<file path="src/rtl/conv_aux_addr_seq.sv">
// Address sequencer for the conv core's bias / noise-weight / noise-pixel memories.
// Tracks accepted output beats of one layer and pulses the noise generator per channel.
module conv_aux_addr_seq #(
    parameter int MAX_CHANNELS = 256,
    parameter int MAX_IMAGE    = 128,
    parameter int LANES        = 4,
    parameter int BIAS_ADDR_W  = 12,
    parameter int NOISE_ADDR_W = 14,
    parameter int CH_W         = $clog2(MAX_CHANNELS) + 1,
    parameter int IMG_W        = $clog2(MAX_IMAGE) + 1
) (
    input  logic                    clk,
    input  logic                    Reset,
    input  logic                    start,
    input  logic                    abort,
    input  logic [CH_W-1:0]         cfg_channel_size,
    input  logic [IMG_W-1:0]        cfg_image_size,
    input  logic [BIAS_ADDR_W-1:0]  cfg_bias_base,
    input  logic                    beat_valid,
    input  logic                    beat_ready,
    output logic [BIAS_ADDR_W-1:0]  bias_addr,
    output logic [CH_W-2:0]         noise_w_addr,
    output logic [NOISE_ADDR_W-1:0] noise_addr,
    output logic                    start_noise_gen,
    output logic                    ch_last,
    output logic                    layer_last,
    output logic                    busy,
    output logic                    done,
    output logic                    err_cfg
);

    localparam int SQ_W      = 2 * IMG_W;
    localparam int LANES_LOG = $clog2(LANES);
    localparam int CNT_W     = (SQ_W > NOISE_ADDR_W) ? SQ_W : NOISE_ADDR_W;

    typedef enum logic [1:0] {
        S_IDLE,
        S_ARM,
        S_RUN,
        S_DONE
    } state_t;

    state_t r_state;
    state_t w_state_next;

    logic [SQ_W-1:0]         r_beats_per_ch;
    logic [CH_W-1:0]         r_ch_size;
    logic [BIAS_ADDR_W-1:0]  r_bias_base;
    logic [BIAS_ADDR_W-1:0]  r_bias_addr;
    logic [CH_W-2:0]         r_noise_w_addr;
    logic [NOISE_ADDR_W-1:0] r_noise_addr;
    logic                    r_ch_pulse;
    logic                    r_err_cfg;

    logic [SQ_W-1:0] w_img_sq;
    logic            w_img_pow2;
    logic            w_cfg_legal;
    logic            w_beat_acc;
    logic            w_ch_last;
    logic            w_last_ch;
    logic            w_layer_last;

    assign w_img_sq   = SQ_W'(cfg_image_size) * SQ_W'(cfg_image_size);
    assign w_img_pow2 = (cfg_image_size != '0) &&
                        ((cfg_image_size & (cfg_image_size - IMG_W'(1))) == '0);

    assign w_cfg_legal = (cfg_channel_size != '0) &&
                         (cfg_channel_size <= CH_W'(MAX_CHANNELS)) &&
                         w_img_pow2 &&
                         (cfg_image_size <= IMG_W'(MAX_IMAGE)) &&
                         (w_img_sq >= SQ_W'(LANES));

    // Per-channel beat index lives in r_noise_addr; channel index in r_noise_w_addr.
    assign w_beat_acc   = (r_state == S_RUN) && beat_valid && beat_ready;
    assign w_ch_last    = (r_state == S_RUN) &&
                          (CNT_W'(r_noise_addr) == (CNT_W'(r_beats_per_ch) - CNT_W'(1)));
    assign w_last_ch    = ({1'b0, r_noise_w_addr} == (r_ch_size - CH_W'(1)));
    assign w_layer_last = w_ch_last && w_last_ch;

    always_ff @(posedge clk or posedge Reset) begin
        if (Reset) begin
            r_state <= S_IDLE;
        end else begin
            r_state <= w_state_next;
        end
    end

    always_comb begin
        w_state_next = r_state;
        case (r_state)
            S_IDLE: if (start && w_cfg_legal) w_state_next = S_ARM;
            S_ARM:  w_state_next = S_RUN;
            S_RUN:  if (w_beat_acc && w_layer_last) w_state_next = S_DONE;
            S_DONE: w_state_next = S_IDLE;
            default: w_state_next = S_IDLE;
        endcase
        if (abort) w_state_next = S_IDLE;
    end

    always_ff @(posedge clk or posedge Reset) begin
        if (Reset) begin
            r_beats_per_ch <= '0;
            r_ch_size      <= '0;
            r_bias_base    <= '0;
            r_bias_addr    <= '0;
            r_noise_w_addr <= '0;
            r_noise_addr   <= '0;
            r_ch_pulse     <= 1'b0;
            r_err_cfg      <= 1'b0;
        end else begin
            r_ch_pulse <= 1'b0;
            if (!abort) begin
                case (r_state)
                    S_IDLE: begin
                        if (start) begin
                            if (w_cfg_legal) begin
                                r_beats_per_ch <= w_img_sq >> LANES_LOG;
                                r_ch_size      <= cfg_channel_size;
                                r_bias_base    <= cfg_bias_base;
                                r_err_cfg      <= 1'b0;
                            end else begin
                                r_err_cfg <= 1'b1;
                            end
                        end
                    end
                    S_ARM: begin
                        r_bias_addr    <= r_bias_base;
                        r_noise_w_addr <= '0;
                        r_noise_addr   <= '0;
                    end
                    S_RUN: begin
                        if (w_beat_acc) begin
                            if (!w_ch_last) begin
                                r_noise_addr <= r_noise_addr + NOISE_ADDR_W'(1);
                            end else if (!w_last_ch) begin
                                // Channel boundary: step channel, re-seed the noise generator.
                                r_noise_addr   <= '0;
                                r_noise_w_addr <= r_noise_w_addr + (CH_W-1)'(1);
                                r_bias_addr    <= r_bias_addr + BIAS_ADDR_W'(1);
                                r_ch_pulse     <= 1'b1;
                            end
                        end
                    end
                    default: ;
                endcase
            end
        end
    end

    assign bias_addr       = r_bias_addr;
    assign noise_w_addr    = r_noise_w_addr;
    assign noise_addr      = r_noise_addr;
    assign start_noise_gen = (r_state == S_ARM) || r_ch_pulse;
    assign ch_last         = w_ch_last;
    assign layer_last      = w_layer_last;
    assign busy            = (r_state == S_ARM) || (r_state == S_RUN);
    assign done            = (r_state == S_DONE);
    assign err_cfg         = r_err_cfg;

endmodule

</file>
<file path="config.mk">
export PLATFORM = sky130hd
export DESIGN_NAME = conv_aux_addr_seq
export DESIGN_NICKNAME = d
export VERILOG_FILES = /design/src/rtl/conv_aux_addr_seq.sv
export SDC_FILE = /design/constraint.sdc
export NUM_CORES = 1
export LEC_CHECK = 0
export ABC_AREA = 1
export BUFFER_PORTS_ARGS = -buffer_cell sky130_fd_sc_hd__buf_4
export CORE_ASPECT_RATIO = 0.9
export CORE_MARGIN = 5
export CORE_UTILIZATION = 56
export CTS_BUF_LIST = sky130_fd_sc_hd__clkbuf_4 sky130_fd_sc_hd__clkbuf_8
export CTS_CLUSTER_SIZE = 20
export DETAILED_ROUTE_END_ITERATION = 8
export PLACE_DENSITY = 0.8
export SLEW_MARGIN = 20
export SYNTH_ARGS = -nofsm -noshare
export SYNTH_HDL_FRONTEND = slang
export SYNTH_SLANG_ARGS = --single-unit
</file>
<file path="constraint.sdc">
create_clock -name clk -period 2.2 [get_ports clk]
set_input_delay 0.22 -clock clk [delete_from_list [all_inputs] [get_ports clk]]
set_output_delay 0.22 -clock clk [all_outputs]
set_load 0.01 [all_outputs]
</file>
==> metrics <==
fin util=76.18%; Worst Clk Skew=11.68 ps; WS Path Type=input port to flip-flop; mux cell area share after synthesis=0%; failing checks=negative setup slack; core box area=12,640 um^2; first-pass iteration count of the detailed router=8; Cells after DPL=1,364; initial antenna violation count=0; fmax=0.2553 GHz; post-route setup TNS=-71,250 ps; Slew Limit Headroom=50.01%; switching power share of the total=44.31%; Adder-Cell Fraction of Synth Area=13.93%; synthesized flop and latch total=73; maxcap violations=0; clock tree buffer depth=2; input/output buffers=74; clock tree from TritonCTS=built; number of synthesized flops with an enable pin=0; DIE AREA=15,200 um^2; most frequent cells in the layout=nand2_1 (289), buf_4 (172), inv_1 (139), nand3_1 (101), nor2_1 (74); commonest non-fill, non-tap cell in the layout=nand2_1; clk sinks=73; largest family of logic cells by synthesized area=simple AND/OR/NAND/NOR gates; Mean Syn Cell Area=6.829 um^2; Period minus WS final=3916 ps; gr usage total=25.14%; aggregate global routing overflow=0; Final Routed Wirelength=20.95 mm; placed inst area=8687 um^2; wire per inst=14.98 um; Root Buffer=clkbuf_8; Critical Path Max Stage Delay=560 ps; Required @ worst endpoint=2490 ps; DP Wirelength=14.40 mm; PwrDens=748.2 nW/um^2; Vert. Die Dim=117.5 um; Ys Warns=0; Finished Layout Cells=1,398; ys async rst share=100.0%; Post-DRT Antenna Nets=0; clock transition at the registers of the reported paths=80 ps; I/O pins=75; die width=129.4 um; largest net degree at the start of global routing=39; initial drt markers=659; Tot Pwr=7.203 mW; net switching power=3.192 mW; combinational power share=62.5%; crit path max fanout=6; Reg power frac=22.1%; Max IR drop VDD=0.6784 mV; crit path DAT=4210 ps; CP startpoint kind=input port; vias in the first global route=7,044; Lkg Pwr=5.361 nW; Syn Inst Count=1,052; count of cell types in the netlist=44; clock power share=15.4%; crit path capture type=flip-flop; internal power=4.012 mW; fin. max-slew vios=0; Net Count, Synth=1,152; fin area=9628 um^2; status=complete, but fails checks; WP buf/inv=6; Placer Congestion=0.8747; Hold Slack=6.717 ps; complex-gate fraction of the synthesized area=4.458%; Worst R2R Path Depth=16; Layout area overhead=34.01%; Worst-Margin Slew=748.7 ps; row count=39; Via density=5.412; sequential area share after synthesis=25.43%; Top FF cell, synth=dfrtp_1; post-synthesis simple-gate area fraction=38.24%; period utilization=178.0%; Post-route DRC=0; Synth Area in XOR/XNOR=6.043%; Initial Utilization=56.85%; critical path depth=25; final count of hold timing violations=0; Nets=1,330; first-pass GRT wire length=31.83 mm; final setup fails=74; Crit path max-delay family=adder cells; Vias=7,566; clock latency on the worst-skew pair=350 ps; RSZ-0062 raised after global routing=true; CP max stage cell=fa_1; Diodes inserted=0; cell area after synthesis=7184 um^2; Setup WS pre-CTS=-2025 ps; CTS H-tree lvls=3; TritonCTS buffer count=9; PnR worst setup slack=-1716 ps; share of layout cells above drive strength 1=30.55%; hold crit path type=input port to asynchronous set/reset pin; number of fill cells=883
-- final timing paths --
check	slack, ps	startpoint	endpoint
max in group asynchronous	1530	Reset	r_beats_per_ch[3]$_DFFE_PP0P_
hold / removal	7	Reset	bias_addr[8]$_DFFE_PP0P_
setup / recovery	-1720	cfg_image_size[2]	r_bias_base[4]$_DFFE_PP0P_
hold reg to reg	500	r_ch_size[8]$_DFFE_PP0P_	r_ch_size[8]$_DFFE_PP0P_
setup reg to reg	-310	r_beats_per_ch[1]$_DFFE_PP0P_	bias_addr[0]$_DFFE_PP0P_
min in group clk	90	cfg_bias_base[8]	r_bias_base[8]$_DFFE_PP0P_
-- layout make-up --
type	instances	area (um^2)	area share, %
clock buffers	13	166.4	1.728
well taps	164	205.2	2.131
inverters	160	608.1	6.316
multi-input cells	784	4979	51.71
clock inverters	2	37.54	0.3899
repair buffers	202	1805	18.75
flip-flops and latches	73	1827	18.97
-- layer usage --
layer  vias to the layer above  global-route usage, %  routed length (um)
li1                       3630                      -                   -
met1                      3518                  33.01                8486
met2                       344                  43.10               10220
met3                        74                  3.267                1490
met4                         0                  7.283                 750
met5                         -                      0                   0
-- registers in the layout, indices dropped and copies added, names as in the netlist --
signal	count
noise_addr	14
r_beats_per_ch	14
bias_addr	12
r_bias_base	12
r_ch_size	9
noise_w_addr	8
r_state	2
err_cfg	1
r_ch_pulse	1
-- cells in the mapped netlist, types with 6 or more instances --
cell	number	area share, %
nand3_1	122	8.5
buf_6	11	1.7
nand2_1	340	18
xnor2_1	10	1.2
fa_1	25	7.0
nand4_1	12	1.0
o21ai_2	11	1.3
nor2_2	6	0.52
nor2_1	82	4.3
nand3b_1	12	1.3
ha_1	40	7.0
xor2_1	37	4.5
or2_2	6	0.52
dfrtp_1	73	25
inv_1	156	8.2
clkbuf_1	15	0.78
nor3_1	9	0.63
o21ai_0	19	1.3
nand2_2	10	0.87
a21oi_1	9	0.63
-- cells by family after synthesis --
family                   Yosys count
AO/OA/AOI/OAI                     49
XOR/XNOR                          48
adder cells (fa/ha/maj)           65
buffers and inverters            196
flip-flops                        73
AND/OR/NAND/NOR                  621
-- power by group through the flow --
stage | Sequential (mW) | Combinational [mW] | Clock (mW)
floorplan | 1.62 | 2.50 | 0
finish | 1.59 | 4.50 | 1.11
detailed placement | 1.60 | 3.68 | 0
global route | 1.61 | 4.94 | 1.19
global placement | 1.60 | 3.61 | 0
CTS | 1.58 | 4.00 | 1.12
-- repair_timing --
item | CTS | global route
pin swaps | 14 | 26
hold buffers | 0 | 0
resized for setup | 70 | 76
endpoints found under the setup margin | 74 | 74
gates cloned | 2 | 7
setup buffers | 12 | 6
No activity file was read; power rests on OpenSTA's default activity.
